## config.mk

```make
export PLATFORM = sky130hd
export DESIGN_NAME = display_scan_4digit_flat
export DESIGN_NICKNAME = d
export VERILOG_FILES = /design/src/rtl/display_scan_4digit_pkg.sv /design/src/rtl/display_scan_4digit_if.sv /design/src/rtl/display_scan_4digit_scan_prescaler.sv /design/src/rtl/display_scan_4digit.sv /design/src/flat_wrapper.sv
export SDC_FILE = /design/constraint.sdc
export NUM_CORES = 1
export LEC_CHECK = 0
export BUFFER_PORTS_ARGS = -buffer_cell sky130_fd_sc_hd__buf_4
export CAP_MARGIN = 20
export CORE_MARGIN = 3
export CORE_UTILIZATION = 45
export CTS_BUF_LIST = sky130_fd_sc_hd__clkbuf_4 sky130_fd_sc_hd__clkbuf_8
export CTS_CLUSTER_SIZE = 40
export DETAILED_ROUTE_END_ITERATION = 8
export PLACE_DENSITY = 0.66
export SYNTH_ARGS = -nofsm -noshare
export SYNTH_HDL_FRONTEND = slang
export SYNTH_SLANG_ARGS = --single-unit
```

## constraint.sdc

```tcl
create_clock -name clk -period 2.1 [get_ports clk]
set_clock_uncertainty 0.15 [all_clocks]
set_input_delay 0.63 -clock clk [delete_from_list [all_inputs] [get_ports clk]]
set_output_delay 0.63 -clock clk [all_outputs]
set_load 0.005 [all_outputs]
```

## src/rtl/display_scan_4digit_pkg.sv

```systemverilog
// Shared types and constants for the 4-digit multiplexed display scanner.
// The scan FSM state is exported so checkers can observe it.
package display_scan_pkg;

  localparam int NUM_DIGITS = 4;
  localparam int NIBBLE_W   = 4;
  localparam int VALUE_W    = NUM_DIGITS * NIBBLE_W;
  localparam int IDX_W      = $clog2(NUM_DIGITS);

  typedef enum logic {
    S_BLANK = 1'b0,
    S_SHOW  = 1'b1
  } scan_state_t;

endpackage

```

## src/rtl/display_scan_4digit_if.sv

```systemverilog
// Load handshake and digit-drive bundle for display_scan_4digit.
// Handshake: a transfer happens on a rising edge where load_valid && load_ready.
interface display_scan_4digit_if;
  import display_scan_pkg::*;

  logic                  load_valid;
  logic                  load_ready;
  logic [VALUE_W-1:0]    value;
  logic [NUM_DIGITS-1:0] dp_in;
  logic                  lz_blank_en;
  logic [NIBBLE_W-1:0]   nibble;
  logic                  dp;
  logic [NUM_DIGITS-1:0] digit_en;
  logic                  frame_done;

  modport master (
    output load_valid, value, dp_in, lz_blank_en,
    input  load_ready, nibble, dp, digit_en, frame_done
  );

  modport slave (
    input  load_valid, value, dp_in, lz_blank_en,
    output load_ready, nibble, dp, digit_en, frame_done
  );

endinterface

```

## src/rtl/display_scan_4digit_scan_prescaler.sv

```systemverilog
// Per-digit slot counter: counts 0..DIV_MAX and flags the slot end and
// the anti-ghost blanking window at the start of each slot.
module scan_prescaler #(
  parameter int DIV_MAX      = 49999,
  parameter int BLANK_CYCLES = 4
) (
  input  logic clk,
  input  logic rst_n,
  output logic slot_end,
  output logic in_blank,
  output logic blank_last
);

  localparam int CNT_W = (DIV_MAX < 1) ? 1 : $clog2(DIV_MAX + 1);

  logic [CNT_W-1:0] cnt_q;
  logic [CNT_W-1:0] cnt_d;

  always_comb begin
    slot_end   = (cnt_q == CNT_W'(DIV_MAX));
    in_blank   = (cnt_q <  CNT_W'(BLANK_CYCLES));
    blank_last = (cnt_q == CNT_W'(BLANK_CYCLES - 1));
    cnt_d      = slot_end ? '0 : cnt_q + CNT_W'(1);
  end

  always_ff @(posedge clk or negedge rst_n) begin
    if (!rst_n) begin
      cnt_q <= '0;
    end else begin
      cnt_q <= cnt_d;
    end
  end

endmodule

```

## src/rtl/display_scan_4digit.sv

```systemverilog
// Multiplexed 4-digit display scanner with tear-free value updates:
// new values wait in a shadow register until the end of the frame.
module display_scan_4digit
  import display_scan_pkg::*;
#(
  parameter int DIV_MAX      = 49999,
  parameter int BLANK_CYCLES = 4
) (
  input  logic                  clk,
  input  logic                  rst_n,
  display_scan_4digit_if.slave  bus,
  output scan_state_t           dbg_state
);

  logic slot_end;
  logic in_blank;
  logic blank_last;

  scan_prescaler #(
    .DIV_MAX      (DIV_MAX),
    .BLANK_CYCLES (BLANK_CYCLES)
  ) u_prescaler (
    .clk        (clk),
    .rst_n      (rst_n),
    .slot_end   (slot_end),
    .in_blank   (in_blank),
    .blank_last (blank_last)
  );

  scan_state_t           state_q, state_d;
  logic [IDX_W-1:0]      digit_idx_q, digit_idx_d;
  logic                  pending_q, pending_d;
  logic [VALUE_W-1:0]    shadow_val_q, shadow_val_d;
  logic [NUM_DIGITS-1:0] shadow_dp_q, shadow_dp_d;
  logic [VALUE_W-1:0]    disp_val_q, disp_val_d;
  logic [NUM_DIGITS-1:0] disp_dp_q, disp_dp_d;
  logic [NIBBLE_W-1:0]   nibble_q, nibble_d;
  logic                  dp_q, dp_d;
  logic [NUM_DIGITS-1:0] digit_en_q, digit_en_d;
  logic                  frame_done_q, frame_done_d;

  logic                  xfer;
  logic                  commit;
  logic [NUM_DIGITS-1:0] zero_from;
  logic                  suppress;

  // State register: tracks the slot counter, so it is always S_BLANK while
  // the counter sits below BLANK_CYCLES.
  always_ff @(posedge clk or negedge rst_n) begin
    if (!rst_n) begin
      state_q <= S_BLANK;
    end else begin
      state_q <= state_d;
    end
  end

  // Next state is derived from the counter's next value.
  always_comb begin
    state_d = S_SHOW;
    if (slot_end || (in_blank && !blank_last)) begin
      state_d = S_BLANK;
    end
  end

  // Load path and digit sequencing.
  always_comb begin
    xfer         = bus.load_valid && !pending_q;
    commit       = slot_end && (digit_idx_q == IDX_W'(NUM_DIGITS - 1));
    digit_idx_d  = slot_end ? digit_idx_q + IDX_W'(1) : digit_idx_q;
    pending_d    = pending_q;
    shadow_val_d = shadow_val_q;
    shadow_dp_d  = shadow_dp_q;
    disp_val_d   = disp_val_q;
    disp_dp_d    = disp_dp_q;
    if (commit) begin
      if (pending_q) begin
        disp_val_d = shadow_val_q;
        disp_dp_d  = shadow_dp_q;
        pending_d  = 1'b0;
      end else if (xfer) begin
        // Loading straight into the display keeps pending clear at the frame edge.
        disp_val_d = bus.value;
        disp_dp_d  = bus.dp_in;
      end
    end else if (xfer) begin
      shadow_val_d = bus.value;
      shadow_dp_d  = bus.dp_in;
      pending_d    = 1'b1;
    end
  end

  // Output logic: zero_from[k] is set when display nibbles k..top are all zero.
  always_comb begin
    zero_from = '0;
    zero_from[NUM_DIGITS-1] = (disp_val_q[VALUE_W-1 -: NIBBLE_W] == '0);
    for (int k = NUM_DIGITS - 2; k >= 0; k--) begin
      zero_from[k] = zero_from[k+1] && (disp_val_q[k*NIBBLE_W +: NIBBLE_W] == '0);
    end
    suppress     = bus.lz_blank_en && (digit_idx_q != '0) && zero_from[digit_idx_q];
    nibble_d     = disp_val_q[digit_idx_q*NIBBLE_W +: NIBBLE_W];
    dp_d         = disp_dp_q[digit_idx_q];
    digit_en_d   = '0;
    if ((state_q == S_SHOW) && !suppress) begin
      digit_en_d = NUM_DIGITS'(1) << digit_idx_q;
    end
    frame_done_d = commit;
  end

  always_ff @(posedge clk or negedge rst_n) begin
    if (!rst_n) begin
      digit_idx_q  <= '0;
      pending_q    <= 1'b0;
      shadow_val_q <= '0;
      shadow_dp_q  <= '0;
      disp_val_q   <= '0;
      disp_dp_q    <= '0;
      nibble_q     <= '0;
      dp_q         <= 1'b0;
      digit_en_q   <= '0;
      frame_done_q <= 1'b0;
    end else begin
      digit_idx_q  <= digit_idx_d;
      pending_q    <= pending_d;
      shadow_val_q <= shadow_val_d;
      shadow_dp_q  <= shadow_dp_d;
      disp_val_q   <= disp_val_d;
      disp_dp_q    <= disp_dp_d;
      nibble_q     <= nibble_d;
      dp_q         <= dp_d;
      digit_en_q   <= digit_en_d;
      frame_done_q <= frame_done_d;
    end
  end

  assign bus.load_ready = ~pending_q;
  assign bus.nibble     = nibble_q;
  assign bus.dp         = dp_q;
  assign bus.digit_en   = digit_en_q;
  assign bus.frame_done = frame_done_q;
  assign dbg_state      = state_q;

endmodule

```

## src/flat_wrapper.sv

```systemverilog
// flat-port wrapper written by rule: the top's interface ports become plain ports
module display_scan_4digit_flat import display_scan_pkg::*;
#(
  parameter int DIV_MAX      = 49999,
  parameter int BLANK_CYCLES = 4
)
  (clk, rst_n, dbg_state, bus_load_valid, bus_value, bus_dp_in, bus_lz_blank_en, bus_load_ready, bus_nibble, bus_dp, bus_digit_en, bus_frame_done);
  display_scan_4digit_if bus_i ();
  input  logic clk;
  input  logic rst_n;
  output scan_state_t dbg_state;
  input wire logic [$bits(bus_i.load_valid)-1:0] bus_load_valid;
  input wire logic [$bits(bus_i.value)-1:0] bus_value;
  input wire logic [$bits(bus_i.dp_in)-1:0] bus_dp_in;
  input wire logic [$bits(bus_i.lz_blank_en)-1:0] bus_lz_blank_en;
  output wire logic [$bits(bus_i.load_ready)-1:0] bus_load_ready;
  output wire logic [$bits(bus_i.nibble)-1:0] bus_nibble;
  output wire logic [$bits(bus_i.dp)-1:0] bus_dp;
  output wire logic [$bits(bus_i.digit_en)-1:0] bus_digit_en;
  output wire logic [$bits(bus_i.frame_done)-1:0] bus_frame_done;
  assign bus_i.load_valid = bus_load_valid;
  assign bus_i.value = bus_value;
  assign bus_i.dp_in = bus_dp_in;
  assign bus_i.lz_blank_en = bus_lz_blank_en;
  assign bus_load_ready = bus_i.load_ready;
  assign bus_nibble = bus_i.nibble;
  assign bus_dp = bus_i.dp;
  assign bus_digit_en = bus_i.digit_en;
  assign bus_frame_done = bus_i.frame_done;
  display_scan_4digit #(.DIV_MAX(DIV_MAX), .BLANK_CYCLES(BLANK_CYCLES)) u_core (.clk(clk), .rst_n(rst_n), .bus(bus_i), .dbg_state(dbg_state));
endmodule
```

After elaboration in Yosys (flattened, before gate mapping)
Index checks and enable logic that the tools add are counted.
{"block": "totals", "register_bits": 70, "wordCells": 58, "input_bits": 24, "output_inout_bits": 12}
{"block": "classes", "n_shift": 2, "order_cmp": 2, "reduce_logical": 22, "eq_ne": 3, "muxes": 13, "addsub": 2, "bitwise": 2}
{"cell": "two-way mux 16 bit", "n": 3}
{"cell": "adder 16 x 1 -> 16 bit (second input constant)", "n": 1}
{"cell": "equality test 16 bit (second input constant)", "n": 1}
{"cell": "equality test 16 x 2 -> 1 bit (second input constant)", "n": 1}
{"cell": "zero test 4 bit", "n": 4}
{"cell": "less-than comparator 16 x 3 -> 1 bit (second input constant)", "n": 1}
{"cell": "indexed part select 16 x 5 -> 4 bit", "n": 1}
{"cell": "two-way mux 4 bit", "n": 3}
{"cell": "logical AND 1 bit", "n": 9}
{"cell": "nonzero test 2 bit", "n": 3}
{"cell": "two-way mux 1 bit", "n": 5}
{"cell": "binary-select mux 1 bit (select 2 bit)", "n": 2}
{"cell": "AND reduction 2 bit", "n": 2}
{"cell": "<< shifter 1 x 2 -> 4 bit (first input constant)", "n": 1}
{"cell": "zero test 1 bit", "n": 3}
{"cell": "less-than comparator 2 x 3 -> 1 bit (second input constant)", "n": 1}
{"cell": "adder 2 x 1 -> 2 bit (second input constant)", "n": 1}
{"cell": "equality test 2 bit (second input constant)", "n": 1}
{"cell": "NOT 1 bit", "n": 2}
{"cell": "logical OR 1 bit", "n": 1}

Depth between registers and ports, before layout
{"block": "logic_depth", "depth_word": 10, "depth_mapped": 6, "mapped_depth_nobuf": 5}

Hierarchy
From an unflattened synthesis, not the netlist that was laid out.
{"block": "unflattened", "hier_cells": 257, "hier_area_um2": 3118.0}
{"module": "display_scan_4digit", "seq_area_each_um2": 1351.3, "cells_each": 183, "area_per_inst_um2": 2348.5, "n_inst": 1}
{"module": "scan_prescaler", "seq_area_each_um2": 400.4, "cells_each": 74, "area_per_inst_um2": 769.5, "n_inst": 1}

Worst setup path after synthesis
OpenSTA, ideal clock, no wires.
{"block": "synth_timing", "path_type": "reg2reg", "startpoint": "register u_core.u_prescaler.cnt_q[4]", "endpoint": "register u_core.digit_idx_q[1]", "setup_time_ns": 0.125, "t_arrival_ns": 1.918, "stages_incl_launch_ff": 5, "required_ns": 1.825, "n_path_buf": 1, "synth_period_minus_slack_ns": 2.193, "slack_ns": -0.093, "cell_sequence": "dfrtp_1 or4_4 or4_1 buf_2 mux2_4"}
{"block": "synth_between", "elab_chain_len": 1}
{"item": "start: declaration", "line": "display_scan_4digit_scan_prescaler.sv:16", "rtl": "logic [CNT_W-1:0] cnt_q;"}
{"item": "start signal: assignment", "line": "display_scan_4digit_scan_prescaler.sv:30", "rtl": "cnt_q <= cnt_d;"}
{"item": "equality test 16 bit", "line": "display_scan_4digit_scan_prescaler.sv:20", "rtl": "slot_end = (cnt_q == CNT_W'(DIV_MAX));"}
{"item": "end signal: assignment", "line": "display_scan_4digit.sv:122", "rtl": "digit_idx_q <= digit_idx_d;"}
{"item": "end: declaration", "line": "display_scan_4digit.sv:31", "rtl": "logic [IDX_W-1:0] digit_idx_q, digit_idx_d;"}
Every way passes these cells.
A chain may end at the register's enable or synchronous reset.

Worst setup path in the final report
{"block": "layout_timing", "startpoint": "register u_core.u_prescaler.cnt_q[12]", "endpoint": "register u_core.disp_dp_q[1]"}
{"block": "layout_between", "elab_chain_len": 3}
{"item": "equality test 16 bit", "line": "display_scan_4digit_scan_prescaler.sv:20"}
{"item": "logical AND 1 bit", "line": "display_scan_4digit.sv:68", "rtl": "commit = slot_end && (digit_idx_q == IDX_W'(NUM_DIGITS - 1));"}
{"item": "via u_core.commit", "line": "display_scan_4digit.sv:43", "rtl": "logic commit;"}
{"item": "AND reduction 2 bit (no source line)"}
{"item": "end signal: assignment", "line": "display_scan_4digit.sv:127", "rtl": "disp_dp_q <= disp_dp_d;"}
{"item": "end: declaration", "line": "display_scan_4digit.sv:36", "rtl": "logic [NUM_DIGITS-1:0] disp_dp_q, disp_dp_d;"}
The timed path passes the listed nets, and every way through them passes these cells.

==> flow_metrics.env <==
export IMPL_synth_seq_area_share_pct=51.95
export IMPL_diodes=0
export IMPL_grt_start_max_net_pins=43
export IMPL_cp_end_kind="flip-flop"
export IMPL_rsz0062_at_grt="yes"
export IMPL_finalMaxSlewViolations=0
export IMPL_final_cell_mix="dfrtp_1, buf_4, mux2_2"
export IMPL_synth_area_sq_mm=0.003372
export IMPL_hp_class="primary input to asynchronous set/reset pin"
export IMPL_hold_viol=0
export IMPL_cts_num_sinks=70
export IMPL_cp_buffers_inverters=1
export IMPL_grt_ovfl_total=0
export IMPL_post_dp_cell_area_sq_mm=0.003871
export IMPL_grt_antenna_before_repair=0
export IMPL_path_class="flip-flop to flip-flop"
export IMPL_violations="negative setup slack"
export IMPL_cp_start_kind="flip-flop"
export IMPL_cp_data_required_time_ns=2.17
export IMPL_r2r_start="u_core.u_prescaler.cnt_q[12]"
export IMPL_layout_drive_gt1_share_pct=51.29
export IMPL_worstPathArrival_ns=2.27
export IMPL_first_global_vias=2146
export IMPL_layout_min_cycle_time_ns=2.195
export IMPL_cts_buffers=9
export IMPL_worst_slew_pin_slew_ns=0.5522
export IMPL_vias=2059
export IMPL_top_usage_layer="met2"
export IMPL_syn_inst=240
export IMPL_fp_dieH_microns=92.57
export IMPL_synth_top_area_share_pct=51.95
export IMPL_yosys_top_cells_area="dfrtp_1, mux2_2, mux2_4, mux4_2, bufbuf_16"
export IMPL_fin_area_sq_mm=0.004139
export IMPL_fin_ws_ns=-0.09473
export IMPL_cts_tree="done"
export IMPL_gp_congestion=0.8570
export IMPL_cp_top_family="simple AND/OR/NAND/NOR gates"
export IMPL_endpoint="u_core.disp_dp_q[1]"
export IMPL_post_drt_wl_per_cell_microns=15.86
export IMPL_grt_pass1_wl_microns=11090
export IMPL_layout_worst_path_cycle_share_pct=104.5
export IMPL_layout_commonest_cell="dfrtp_1"
export IMPL_ioPinCount=36
export IMPL_ant_nets=0
export IMPL_rr_worst_depth=5
export IMPL_grt_use_met3_pct=4.549
export IMPL_grt_use_total_pct=16.82
export IMPL_routed_via_density=5.071
export IMPL_drt_iter0_drc=75
export IMPL_slowest_delay_ns=0.57
export IMPL_clock_root_buffer="clkbuf_8"
export IMPL_die_area_sq_mm=0.008568
export IMPL_status="finished with violations"
export IMPL_htreeDepth=3
export IMPL_crit_cells=5
export IMPL_clock_latency_ns=0.34
export IMPL_relSlewSlack_pct=62.91
export IMPL_drc=0
export IMPL_p_per_area_mw_per_mm2=673.8
export IMPL_rows=30
export IMPL_yosysTopAreaCell="dfrtp_1"
export IMPL_numPortBuffers=35
export IMPL_gr_usage_met2_pct=24.47
export IMPL_fill_cells=598
export IMPL_synth_seq_cells=70
export IMPL_met1_usage_pct=24.04
export IMPL_power_leakage_nw=2.014
export IMPL_ctsHoldBuffers=0
export IMPL_core_area_sq_mm=0.007019
export IMPL_dp_hpwl_microns=4609
export IMPL_clock_path_buffers=2
export IMPL_drtPass1Iterations=4
export IMPL_fin_util_pct=58.97
export IMPL_setup_viol=41
export IMPL_yosysUniqueCellTypes=37
export IMPL_drt_wl_total_microns=6439
export IMPL_rr_endpoint="u_core.disp_dp_q[1]"
export IMPL_timing_max_cap_violations=0
export IMPL_fmax_mhz=455.6
export IMPL_regToRegSetupSlack_ns=-0.09
export IMPL_slowest_stage="or4_4"
export IMPL_crit_chain="or4_4, nor4_4, o21ai_2, buf_12, mux2_4"
export IMPL_start_util_pct=48.04
export IMPL_critical_path_startpoint="u_core.u_prescaler.cnt_q[12]"
export IMPL_yosys_warnings=0
export IMPL_avgSynthCellArea_sq_um=14.05
export IMPL_critPathMaxFanout=20
export IMPL_syn2layout_area_growth_pct=22.75
export IMPL_num_nets_final=334
export IMPL_die_x_microns=92.57
export IMPL_pre_cts_slack_ns=-0.1254
export IMPL_clk_pin_slew_ns=0.07
export IMPL_synth_nets=269
export IMPL_peakVddDrop_uv=494.1
area by class of cell:
class / count / area [sq um] / area share [%]
Multi-Input combinational cell: 153 / 1475 / 35.64
Timing Repair Buffer: 67 / 553.0 / 13.36
Inverter: 4 / 15.01 / 0.3628
Sequential cell: 70 / 1753 / 42.35
Tap cell: 96 / 120.1 / 2.902
Clock buffer: 12 / 152.6 / 3.688
Clock inverter: 4 / 70.07 / 1.693
worst reg2reg max path, stage by stage, from the launching register on:
cell     delay, ns
dfrtp_1       0.38
or4_4         0.57
nor4_4        0.37
o21ai_2       0.12
buf_12        0.18
mux2_4        0.31
sequential cells by signal, indices dropped and copies added, names as in the netlist:
name                      cells
u_core.shadow_val_q          16
u_core.bus.nibble             4
u_core.disp_val_q            16
u_core.dbg_state              1
u_core.digit_idx_q            2
u_core.bus.dp                 1
u_core.bus.digit_en           4
u_core.bus.frame_done         1
u_core.disp_dp_q              4
u_core.u_prescaler.cnt_q     16
u_core.pending_q              1
u_core.shadow_dp_q            4
cell families after synthesis:
group,after synthesis,synth area share (%)
AOI/OAI and AO/OA,8,1.521
buffers and inverters,17,4.823
muxes,68,26.64
DFF,70,51.95
xor gates and xnor gates,11,2.857
adders and majority gates,5,1.855
and+or+nand+nor,61,10.35
how the worst min path moves through the flow:
stage | from | endpoint | slack, ns | cells past startpoint
final | rst_n | u_core.shadow_val_q[14] | 0.12 | 1
after floorplan | rst_n | u_core.bus.digit_en[0] | 0.18 | 0
after global routing | rst_n | u_core.shadow_val_q[14] | 0.14 | 1
after detailed placement | u_core.shadow_val_q[14] | u_core.shadow_val_q[14] | 0.34 | 1
after CTS | rst_n | u_core.shadow_val_q[14] | 0.12 | 1
after global placement | u_core.shadow_dp_q[3] | u_core.shadow_dp_q[3] | 0.33 | 1
repair_timing:
item | 4_1_cts | 5_1_grt
setup buffers | 3 | 1
pin swaps | 1 | 1
setup endpoints to repair | 42 | 43
gates resized for setup | 1 | 4
metal layers:
layer	up-vias	routed length, microns	share of wire [%]
met5	-	0	0
met1	1012	3069	48
li1	992	-	-
met3	8	339	5.3
met4	0	75	1.2
met2	47	2956	46
through the flow:
step	instances	setup TNS (ns)	hold WS, ns	total power [mW]
finish	406	-2.539	0.1202	2.789
global route	406	-6.053	0.1446	2.909
CTS	405	-2.605	0.1228	2.825
detailed placement	386	-3.892	0.3400	1.601
global placement	386	-2.856	0.3333	1.595
floorplan	240	-1.385	0.1844	1.512
where the power goes:
part / leakage, nW / switching (mW) / internal [mW]
combinational: 0.980 / 0.0618 / 0.0973
clock: 0.117 / 0.494 / 0.724
sequential: 0.916 / 0.0196 / 1.39
total: 2.01 / 0.575 / 2.21
cell usage after synthesis:
library cell / instances
mux2_4: 21
clkbuf_1: 3
or4_4: 1
and4_1: 2
o21ai_2: 1
or4_1: 1
nor3b_2: 1
nand3_1: 8
clkbuf_2: 1
bufbuf_16: 2
nand4_1: 5
nand2_1: 10
mux4_2: 5
xnor2_1: 7
a211oi_1: 1
a21oi_1: 1
or3_1: 1
a31oi_1: 2
and3_1: 2
dfrtp_1: 70
o31ai_1: 1
nor4_1: 7
and2_1: 2
buf_6: 5
mux2_2: 40
xor2_1: 4
and4_2: 1
ha_1: 5
or4b_1: 1
nor3_1: 3
buf_2: 2
o21ai_0: 2
nor2_1: 14
nand3b_1: 1
nor4_4: 1
inv_1: 4
mux2i_1: 2
Power figures use the tool's default switching activity.
